**config.mk**
```make
export PLATFORM = sky130hd
export DESIGN_NAME = vga_sync_gen
export DESIGN_NICKNAME = d
export VERILOG_FILES = /design/src/rtl/vga_sync_gen.sv
export SDC_FILE = /design/constraint.sdc
export NUM_CORES = 1
export LEC_CHECK = 0
export ABC_AREA = 0
export BUFFER_PORTS_ARGS = -buffer_cell sky130_fd_sc_hd__buf_2
export CORE_MARGIN = 1
export CORE_UTILIZATION = 45
export DETAILED_ROUTE_END_ITERATION = 16
export PLACE_DENSITY = 0.66
export SYNTH_ARGS = -nofsm -noshare
export SYNTH_HDL_FRONTEND = slang
export SYNTH_SLANG_ARGS = --single-unit
```
**constraint.sdc**
```tcl
create_clock -name clk -period 4.25 [get_ports clk]
set_input_delay 0.425 -clock clk [delete_from_list [all_inputs] [get_ports clk]]
set_output_delay 0.425 -clock clk [all_outputs]
set_load 0.01 [all_outputs]
```
**src/rtl/vga_sync_gen.sv**
```systemverilog
// vga_sync_gen: VGA raster timing generator (640x480@60 Hz at a 25 MHz pixel clock).
// Free-running horizontal/vertical counters drive registered sync pulses, pixel
// coordinates, a display-enable and a once-per-frame tick at the start of
// vertical blanking.
// Optional feature: define VGA_FRAME_CNT_EN to add the 8-bit frame_cnt output.
module vga_sync_gen #(
    parameter int H_VISIBLE = 640,
    parameter int H_FRONT   = 16,
    parameter int H_SYNC    = 96,
    parameter int H_BACK    = 48,
    parameter int V_VISIBLE = 480,
    parameter int V_FRONT   = 10,
    parameter int V_SYNC    = 2,
    parameter int V_BACK    = 33
) (
    input  logic       clk,
    input  logic       clr,
    output logic       hs,
    output logic       vs,
    output logic       video_on,
    output logic [9:0] x,
    output logic [9:0] y,
    output logic       frame_tick
`ifdef VGA_FRAME_CNT_EN
    ,
    output logic [7:0] frame_cnt
`endif
);

    localparam int H_TOTAL = H_VISIBLE + H_FRONT + H_SYNC + H_BACK;
    localparam int V_TOTAL = V_VISIBLE + V_FRONT + V_SYNC + V_BACK;

    // Decode thresholds, pre-sized to the 10-bit counter width.
    localparam logic [9:0] H_LAST   = 10'(H_TOTAL - 1);
    localparam logic [9:0] H_VIS    = 10'(H_VISIBLE);
    localparam logic [9:0] HS_START = 10'(H_VISIBLE + H_FRONT);
    localparam logic [9:0] HS_END   = 10'(H_VISIBLE + H_FRONT + H_SYNC);
    localparam logic [9:0] V_LAST   = 10'(V_TOTAL - 1);
    localparam logic [9:0] V_VIS    = 10'(V_VISIBLE);
    localparam logic [9:0] VS_START = 10'(V_VISIBLE + V_FRONT);
    localparam logic [9:0] VS_END   = 10'(V_VISIBLE + V_FRONT + V_SYNC);

    logic [9:0] h;
    logic [9:0] v;
    logic [9:0] h_next;
    logic [9:0] v_next;
    logic       h_wrap;
    logic       tick_next;

    // Next counter values: h wraps at end of line, v advances only on that wrap.
    always_comb begin
        // NOTE: every signal gets a value before any condition, so no path can
        // leave one unassigned and infer a latch.
        h_wrap    = (h == H_LAST);
        h_next    = h + 10'd1;
        v_next    = v;
        if (h_wrap) begin
            h_next = 10'd0;
            v_next = (v == V_LAST) ? 10'd0 : v + 10'd1;
        end
        tick_next = (h_next == 10'd0) && (v_next == V_VIS);
    end

    // Counters and all outputs load together, decoded from the values being
    // loaded this edge so every output describes the same pixel.
    always_ff @(posedge clk or negedge clr) begin
        if (!clr) begin
            h          <= 10'd0;
            v          <= 10'd0;
            hs         <= 1'b1;
            vs         <= 1'b1;
            video_on   <= 1'b0;
            frame_tick <= 1'b0;
        end else begin
            // NOTE: non-blocking assignments, so every register here samples the
            // pre-edge values and ordering within the block does not matter.
            h          <= h_next;
            v          <= v_next;
            hs         <= !((h_next >= HS_START) && (h_next < HS_END));
            vs         <= !((v_next >= VS_START) && (v_next < VS_END));
            video_on   <= (h_next < H_VIS) && (v_next < V_VIS);
            frame_tick <= tick_next;
        end
    end

    assign x = h;
    assign y = v;

`ifdef VGA_FRAME_CNT_EN
    // Frame counter steps on the same edge frame_tick rises; wraps naturally at 8 bits.
    always_ff @(posedge clk or negedge clr) begin
        if (!clr) begin
            frame_cnt <= 8'd0;
        end else if (tick_next) begin
            frame_cnt <= frame_cnt + 8'd1;
        end
    end
`endif

endmodule

```
After elaboration in Yosys (flattened, before gate mapping)
Index checks and enable logic that the tools add are counted.
- bits in registers: 24
- output and inout port bits: 24
- word-level logic and storage cells: 27
- $add $sub $neg: 2
- order comparisons: 6
- equal/unequal tests: 3
- mux-type cells: 3
- reductions and logical operators: 7
- operator list (operator ; count):
    2-to-1 mux 10 bit ; 3
    adder 10 x 1 -> 10 bit, second input constant ; 2
    == test 10 bit, second input constant ; 2
    less-than comparator 10 bit, second input constant ; 2
    less-than comparator 10 x 9 -> 1 bit, second input constant ; 2
    == test 10 x 9 -> 1 bit, second input constant ; 1
    >= comparator 10 bit, second input constant ; 1
    >= comparator 10 x 9 -> 1 bit, second input constant ; 1
    logical NOT 10 bit ; 1
    logical AND 1 bit ; 4
    logical NOT 1 bit ; 2

Depth between registers and ports, before layout
Gate-level depths: netlist (run 1).
- depth in word-level cells: 6
- mapped depth: 8
- mapped depth without buffers: 7

Least setup slack after synthesis (run 1)
No wires, ideal clock.
- kind: reg2reg
- from: reg h[5] (netlist: x[5])
- to: reg frame_tick
- data arrival time: 1981 ps
- data required time: 4149 ps
- slack: 2168 ps
- cell stages (with the launch flop): 7
- path buffers: 1
- clock period less this slack: 2082 ps
- path through: dfrtp_1 > buf_6 > or4b_4 > nor4_4 > mux2i_1 > nand3_1 > nor4_1
- cells in the longest elaborated chain, start to end: 4
- elaborated cells between the ends (all ways): 7
- ends and longest elaborated chain (what ; line ; source):
    start, declared ; 43 ; logic [9:0] h;
    start signal, assigned ; 77 ; h <= h_next;
    adder 10 x 1 -> 10 bit / == test 10 bit (equally long branches) ; 55, 54 ;
    2-to-1 mux 10 bit ; 57 ; if (h_wrap) begin
    logical NOT 10 bit / == test 10 x 9 -> 1 bit (equally long branches) ; 61 ; tick_next = (h_next == 10'd0) && (v_next == V_VIS);
    logical AND 1 bit (*) ; 61 ;
    net tick_next ; 48 ; logic tick_next;
    end signal, assigned ; 82 ; frame_tick <= tick_next;
    end, declared ; 23 ; output logic frame_tick
The timed path passes the listed nets; every way through them passes the cells marked *.

Final worst setup path (run 1)
- from: reg h[0] (netlist: x[0])
- to: reg frame_tick
- cells in the longest elaborated chain, start to end: 4
- elaborated cells between the ends (all ways): 7
- ends and longest elaborated chain (what ; line ; source):
    adder 10 x 1 -> 10 bit / == test 10 bit (equally long branches) ; 55, 54 ;
    2-to-1 mux 10 bit (*) ; 57 ;
    net h_next[9] ; 45 ; logic [9:0] h_next;
    logical NOT 10 bit (*) ; 61 ;
    logical AND 1 bit (*) ; 61 ;
    net tick_next ; 48 ;
Marks and branches as above.

==> results of run 1 <==
## state kept, by name, indices dropped and copies added (netlist names)
name        flops
x              10
y              10
frame_tick      1
hs              1
video_on        1
vs              1
## per-stage QoR
stage	hold slack, ps	instance area [um^2]
after global routing	85.8	1670
after floorplan	129	1500
after detailed placement	436	1630
after global placement	431	1630
final	61.0	1670
after CTS	74.2	1670
## worst register-to-register path: cells and delay by family, from the launching register on
family | cells | cell delay, ps
adders and majority gates | 1 | 340
AOI/OAI and AO/OA | 1 | 400
and+or+nand+nor | 4 | 1050
DFF | 1 | 430
## layer usage
layer	vias to the layer above	global-route usage
met5	-	0
met3	6	0.0260
met4	0	0.0698
met2	46	0.313
met1	613	0.299
li1	604	-
## Yosys cell counts, types with 4 or more instances
cell type / instances
dfrtp_1: 22
nor3_1: 7
buf_2: 6
xor2_1: 5
o31ai_1: 4
o21ai_0: 6
nand3_1: 12
nor2_1: 7
inv_1: 8
xnor2_1: 8
nand2_1: 12
## report_power, final
part / switching [W] / internal [W] / leakage, nW
Sequential: 0 / 0.000229 / 0.309
Combinational: 0.00000435 / 0.000000328 / 0.392
Clock: 0.0000739 / 0.0000524 / 0.0210
## path summary, 6_finish.rpt
kind / startpoint / endpoint / slack [ps] / depth (start not counted)
hold / removal: clr / y[9] / 60 / 1
max in group asynchronous: clr / vs / 3810 / 1
hold reg to reg: x[0] / x[0] / 520 / 1
setup / recovery: x[0] / frame_tick / 1940 / 6
setup reg to reg: x[0] / frame_tick / 1940 / 6
min in group clk: x[0] / x[0] / 520 / 1
## layout make-up
type                       count  area (um^2)  share of cell area
timing repair buffer          25          125              0.0751
clock buffer                   4         36.3              0.0218
sequential                    24          603               0.362
inverter                       8         30.0              0.0180
multi-input combinational    113          817               0.490
tap                           44         55.1              0.0330
## cell families after synthesis
group                      after synthesis
AOI/OAI and AO/OA                       31
xor gates and xnor gates                14
adders and majority gates                3
buffers and inverters                   17
DFF                                     24
muxes                                    2
and+or+nand+nor                         63
==> reports/qor.txt, run 1 <==
Final slew viol count: 0
Met2 routed WL: 1520 um
H-tree levels: 1
Syn. warnings: 0
Vias per cell: 5.82
Leakage: 0.722 nW
Critical path cell sequence: ha_1 > and4_1 > nand3_2 > a221o_1 > nand4b_1 > nor4_1
Met3 wire len: 167 um
Final setup fails: 0
Area growth, synth to finish: 11.2%
Sequential fraction of the synthesis area: 0.402
Setup Slack @ Placement: 1930 ps
Synth Area per Inst: 9.73 um^2
Grt ovf: 0
Net count after synthesis: 159
Critical path data required time: 4480 ps
Final min period: 2310 ps
Pre-antenna DRT Iters: 4
Die width: 59.7 um
Worst Setup End Kind: flop
Largest net degree at the start of global routing: 25
Vias in the first global route: 1123
Non-Filler Instances: 218
Synth area leader: dfrtp_1
Xor/xnor cell area share of the yosys netlist: 0.0868
FP Rows: 20
Syn Std Cell Area: 1500 um^2
Async S/R FF share, synth: 1.00
Global-route wire length before repair: 5370 um
Post-synth cell types: 50
Placed insts: 214
Crit-path max cell delay: 430 ps
Status: completed
Post-synthesis compound-gate area fraction: 0.149
Total power: 0.000360 W
Yosys top cell area share: 0.367
DR WL/cell: 15.2 um
Clk buf depth: 2
Initial Utilization: 0.483
Gpl congestion: 0.836
Highest Signal Layer: met4
Slew HR: 0.636
Critical Path AT: 2540 ps
Final worst-path cycle share: 0.545
Clock Latency Late Sink: 320 ps
Post-synthesis adder-cell area fraction: 0.0250
Post-CTS Hold Buffers: 0
CTS tree: done
Post-CTS setup repair buffer count: 0
CP Launch Type: flop
Clk slew on worst S/H paths: 140 ps
Worst Path Buf+Inv: 0
Most common cell after layout, fill and taps aside: buf_2
Layout cells sized above 1: 0.224
Fin Setup TNS: 0 ps
Post-Synthesis Cells: 154
CTS Root Cell: clkbuf_4
Initial antenna violation count: 0
N_diodes: 0
# port buffers: 25
Post-layout util: 0.537
EDFF count, synth: 0
Fraction of the mapped netlist area in simple logic gates: 0.271
I/O pin count: 26
Worst setup path class: reg -> reg
Synth Register Bits: 24
M1 WL: 1570 um
Final hold violation count: 0
Total CTS buffers: 3
Largest cells by area after synthesis: dfrtp_1 (37%), xnor2_1 (4.7%), nand3_1 (4.0%)
Crit path max-delay cell type: dfrtp_1
Nets: 180
Post-route ant nets: 0
Chip height: 59.7 um
Clock sink count: 24
Fillers: 319
Core Area: 3100 um^2
Remaining routing DRC violations: 0
Skew final: 8.55 ps
Max Clk Rate: 0.432 GHz
CP top delay family: simple AND/OR/NAND/NOR gates
Post-synthesis mux area share: 0.0134
Peak supply drop: 96.4 uV
Die area: 3570 um^2
GRT Util Overall: 0.205
Power per cell area: 216 nW/um^2
RSZ-0062 raised after global routing: false
Actual slew at the worst max-slew pin: 546 ps
Starting DRT DRC Count: 57
Post-CTS sizing: 0
Worst Hold Class: in -> async
Commonest cells after routing, fill and taps aside: buf_2 (25), dfrtp_1 (22), nand2_1 (12), nand3_1 (12)
Largest family of logic cells by synthesized area: simple AND/OR/NAND/NOR gates
Setup ws final: 1940 ps
Routed WL: 3310 um
DR vias: 1269
Worst Path Max Fanout: 10
HPWL Detailed: 2380 um
Top FF cell, synth: dfrtp_1
Max_cap viols: 0
Power figures use the tool's default switching activity.
==> inputs of run 2 (changes only) <==
--- a/config.mk
+++ b/config.mk
@@ -5,12 +5,12 @@
 export SDC_FILE = /design/constraint.sdc
 export NUM_CORES = 1
 export LEC_CHECK = 0
-export ABC_AREA = 0
+export ABC_AREA = 1
 export BUFFER_PORTS_ARGS = -buffer_cell sky130_fd_sc_hd__buf_2
 export CORE_MARGIN = 1
 export CORE_UTILIZATION = 45
 export DETAILED_ROUTE_END_ITERATION = 16
-export PLACE_DENSITY = 0.66
+export PLACE_DENSITY = 0.67
 export SYNTH_ARGS = -nofsm -noshare
 export SYNTH_HDL_FRONTEND = slang
 export SYNTH_SLANG_ARGS = --single-unit
==> constraint.sdc (replaced) <==
create_clock -name clk -period 2.4 [get_ports clk]
set_input_delay 0.24 -clock clk [delete_from_list [all_inputs] [get_ports clk]]
set_output_delay 0.24 -clock clk [all_outputs]
set_load 0.01 [all_outputs]
==> run 2 against run 1 <==
Flip-flop and latch count stayed put. Combinational power is 100% higher. Critical path depth is 6 higher. Clock power is 65% higher. Via count is 3.7% higher. Non-clock buffer count is 2 higher. Cell count is 26% higher. First-iteration DRC count is 63% higher. Register-to-register slack worse by 1300 ps. Area after synthesis is 2.7% lower. Synthesized cell count is 31% higher. Power is 73% higher.
==> reports/qor.txt, run 2 <==
Peak supply drop: 236 uV
CTS tree: done
Die width: 58.9 um
Clock Latency Late Sink: 310 ps
Die area: 3470 um^2
Post-route ant nets: 0
DR WL/cell: 10.8 um
Worst Hold Class: in -> async
Critical Path AT: 2060 ps
Actual slew at the worst max-slew pin: 531 ps
Leakage: 0.923 nW
Most frequent cell after synthesis: nand2_1
Fin Setup TNS: 0 ps
Net count after synthesis: 207
H-tree levels: 1
RSZ-0062 raised after global routing: false
Async S/R FF share, synth: 1.00
Yosys top cell area share: 0.377
Status: completed
HPWL Detailed: 2350 um
Syn. warnings: 0
Skew final: 3.21 ps
Final setup fails: 0
Busiest grt layer: met2
Final slew viol count: 0
Chip height: 58.9 um
Met2 Usage GRT: 0.328
N_diodes: 0
Total CTS buffers: 3
Non-Filler Instances: 275
Worst Setup End Kind: flop
CP top delay family: simple AND/OR/NAND/NOR gates
Max Clk Rate: 0.552 GHz
Clk slew on worst S/H paths: 130 ps
Critical path data required time: 2650 ps
Clk buf depth: 2
Remaining routing DRC violations: 0
Final min period: 1810 ps
Worst setup path class: reg -> reg
EDFF count, synth: 0
Starting DRT DRC Count: 93
FP Rows: 20
Crit-path max cell delay: 490 ps
Initial antenna violation count: 0
Met3 Track Usage GR: 0.0286
Synth area leader: dfrtp_1
Core Area: 3050 um^2
Placed Area: 1630 um^2
# port buffers: 25
Post-CTS Hold Buffers: 1
Post-Synthesis Cells: 202
Critical path cell sequence: inv_1 > ha_1 > nand2_1 > nor2_1 > nand3_1 > nand2_1 > nand2_1 > nand2_1 > nand3_1 > nor2_2 > nand3_1 > nor2_1
Synth Area per Inst: 7.22 um^2
I/O pin count: 26
Post-route design area: 1680 um^2
Global-route wire length before repair: 5170 um
Syn Std Cell Area: 1460 um^2
Sequential fraction of the synthesis area: 0.413
Post-layout util: 0.549
Initial Utilization: 0.478
GRT Util Overall: 0.199
CTS Root Cell: clkbuf_4
Synth Register Bits: 24
Final worst-path cycle share: 0.755
Post-synth top cells: nand2_1 (55), inv_1 (38), nor2_1 (26)
Placed insts: 270
Largest net degree at the start of global routing: 25
Vias per cell: 4.79
DR vias: 1316
Top FF cell, synth: dfrtp_1
Final hold violation count: 0
Met1 GRT Util: 0.261
Pre-antenna DRT Iters: 4
Grt ovf: 0
CP Launch Type: flop
Gpl congestion: 0.876
Nets: 237
Post-CTS setup repair buffer count: 0
Commonest cells after routing, fill and taps aside: nand2_1 (55), inv_1 (38), nor2_1 (26), buf_2 (25), dfrtp_1 (22)
Post-synth cell types: 24
Crit path max-delay cell type: dfrtp_1
Routed WL: 2970 um
Vias in the first global route: 1220
Clock sink count: 24
Worst Path Buf+Inv: 1
Layout cells sized above 1: 0.199
Largest cells by area after synthesis: dfrtp_1 (38%), nand2_1 (14%), inv_1 (9.8%)
Power per cell area: 371 nW/um^2
Most common cell after layout, fill and taps aside: nand2_1
Slew HR: 0.646
Area growth, synth to finish: 14.9%
Max_cap viols: 0
Worst Path Max Fanout: 7
Post-CTS sizing: 0
Crit path top cell by count: nand2_1
run 2: changes by cell type after synthesis, sizes merged, moves of 6 or more:
cell / change
nand2: +46
nor3: -6
inv: +30
nor2: +24
xnor2: -8
run 2: final timing paths:
kind	slack [ps]	end	startpoint	cells after the start
max in group asynchronous	1590	hs	clr	2
min	440	y[6]	clr	2
max	590	frame_tick	y[0]	12
max reg2reg	590	frame_tick	y[0]	12
min reg2reg	560	x[1]	x[1]	1
min in group clk	560	x[1]	x[1]	1
run 2: cell families after synthesis:
family,count (synthesis),share of synthesized area
xor gates and xnor gates,3,0.0180
adders and majority gates,3,0.0257
and+or+nand+nor,119,0.376
DFF,24,0.413
AOI/OAI and AO/OA,13,0.0583
buffers and inverters,40,0.109
run 2: power by group:
part	switching, W	internal, W
registers	0	0.000404
logic	0.00000774	0.00000165
clock network	0.000115	0.0000926
run 2: cell type report:
class | instances | area [um^2]
Clock buffer | 4 | 36.3
Fill cell | 321 | 1380
Inverter | 38 | 143
Multi-Input combinational cell | 138 | 697
Sequential cell | 24 | 603
Tap cell | 44 | 55.1
Timing Repair Buffer | 27 | 143
run 2: layer usage:
layer	part of all wire	up-vias
met4	0.011	0
met2	0.48	31
met3	0.044	4
li1	-	679
met1	0.47	602
met5	0	-
run 2: through the flow:
stage / hold WS (ps) / setup WS [ps] / total power (W)
finish: 442 / 588 / 0.000621
detailed placement: 249 / 628 / 0.000421
CTS: 432 / 595 / 0.000633
global placement: 256 / 634 / 0.000421
floorplan: -55.6 / 756 / 0.000412
global route: 484 / 368 / 0.000656
==> inputs of run 3 (changes only) <==
--- a/config.mk
+++ b/config.mk
@@ -10,7 +10,7 @@
 export CORE_MARGIN = 1
 export CORE_UTILIZATION = 45
 export DETAILED_ROUTE_END_ITERATION = 16
-export PLACE_DENSITY = 0.67
+export PLACE_DENSITY = 0.69
 export SYNTH_ARGS = -nofsm -noshare
 export SYNTH_HDL_FRONTEND = slang
 export SYNTH_SLANG_ARGS = --single-unit
==> constraint.sdc (replaced) <==
create_clock -name clk -period 1.65 [get_ports clk]
set_input_delay 0.165 -clock clk [delete_from_list [all_inputs] [get_ports clk]]
set_output_delay 0.165 -clock clk [all_outputs]
set_load 0.01 [all_outputs]
==> run 3 against run 2 <==
The run now ends with setup timing left. Flip-flop and latch count stayed put. Register-to-register slack got worse by 680 ps. Combinational power grew 41%. Fmax grew 4.2%. Power up 46%. Setup slack got worse by 680 ps. Routed wire length grew 15%. Clock-buffer cell count is the same. Critical path depth unchanged. Critical path type unchanged. Critical endpoint unchanged. Largest cell class unchanged.
==> reports/qor.txt, run 3 (same netlist as run 2, synthesis figures left out) <==
Placed Area: 1800 um^2
Failing checks: setup timing
Status: finished with violations
Die width: 58.9 um
Max_cap viols: 0
RSZ-0062 raised after global routing: true
Non-Filler Instances: 306
Global-route wire length before repair: 5680 um
Met2 routed WL: 1580 um
Final hold violation count: 0
Routed WL: 3420 um
M1 WL: 1620 um
HPWL Detailed: 2630 um
Actual slew at the worst max-slew pin: 515 ps
CTS Root Cell: clkbuf_4
Vias per cell: 4.72
Vias in the first global route: 1355
Area growth, synth to finish: 40.8%
Highest Signal Layer: met4
DR vias: 1444
FP Rows: 20
Clk slew on worst S/H paths: 130 ps
GRT Util Overall: 0.220
Post-route ant nets: 0
Chip height: 58.9 um
Clock sink count: 24
Post-route design area: 2050 um^2
Clk buf depth: 2
Nets: 268
DR WL/cell: 11.2 um
Total power: 0.000907 W
CP Launch Type: flop
Critical path data required time: 1900 ps
Power per cell area: 442 nW/um^2
Slew HR: 0.657
Worst Hold Class: in -> async
Remaining routing DRC violations: 0
Initial antenna violation count: 0
Worst Path Max Fanout: 4
Setup Slack @ Placement: -170 ps
Final min period: 1740 ps
I/O pin count: 26
Commonest cells after routing, fill and taps aside: nand2_1 (47), inv_1 (34), buf_4 (27), buf_2 (25), nor2_1 (22)
Max Clk Rate: 0.575 GHz
Worst Setup End Kind: flop
Final slew viol count: 0
Starting DRT DRC Count: 44
Setup ws final: -89.3 ps
Skew final: 4.73 ps
Peak supply drop: 399 uV
Leakage: 1.12 nW
Critical Path AT: 1990 ps
# port buffers: 25
Met3 wire len: 102 um
Largest net degree at the start of global routing: 25
Worst setup path class: reg -> reg
Placed insts: 293
Fillers: 288
Layout cells sized above 1: 0.393
Total CTS buffers: 3
Final worst-path cycle share: 1.05
Initial Utilization: 0.478
Gpl congestion: 0.838
Grt ovf: 0
CTS tree: done
N_diodes: 0
Most common cell after layout, fill and taps aside: nand2_1
R2R cell count: 12
WHS: 336 ps
Clock Latency Late Sink: 310 ps
Die area: 3470 um^2
Pre-antenna DRT Iters: 4
H-tree levels: 1
Final setup fails: 2
Core Area: 3050 um^2
-- run 3: path summary, 6_finish.rpt --
path                       slack (ps)  start    endpoint
min in group clk                  530   x[0]        x[1]
setup / recovery                  -90   y[1]  frame_tick
hold / removal                    340    clr        x[1]
hold reg to reg                   530   x[0]        x[1]
max in group asynchronous         950    clr          vs
setup reg to reg                  -90   y[1]  frame_tick
-- run 3: layout make-up --
class,instances,area (um^2),share of cell area
clock buffers,4,36.3,0.0177
inverters,38,145,0.0706
multi-input cells,138,820,0.399
flip-flops and latches,24,604,0.294
well taps,44,55.1,0.0268
repair buffers,58,394,0.192
-- run 3: routing by layer --
| layer | GRT usage | vias up |
|---|---|---|
| met5 | 0 | - |
| met4 | 0.122 | 0 |
| met3 | 0.0220 | 11 |
| met2 | 0.354 | 31 |
| met1 | 0.293 | 653 |
| li1 | - | 749 |
-- run 3: stage by stage --
stage                      util  TNS, ps
after global placement    0.591     -193
after detailed placement  0.591     -278
after global routing      0.673     -479
after CTS                 0.642    -39.3
after floorplan               -        0
final                     0.673    -92.0
-- run 3: power by group --
group	switching, W	internal [W]
sequential	0	0.000588
clock	0.000171	0.000135
combinational	0.0000108	0.00000238
total	0.000181	0.000726
-- run 3: worst max-delay path: stages (launching register included) --
cell	delay, ps
dfrtp_1	440
inv_1	120
ha_4	140
nand2_1	50
nor2_1	110
nand3_2	130
nand3_2	130
nand2_4	60
nor2_1	100
nand2_1	70
nor2_2	140
nand3_1	80
nor2_1	110
-- run 3: timing repair --
item / in CTS / in global routing
hold endpoints to repair: 22 / 0
cloned: 1 / 0
setup buffers: 3 / 4
pin swaps: 15 / 7
gates resized for setup: 22 / 23
hold buffers: 1 / 0
endpoints found under the setup margin: 5 / 7
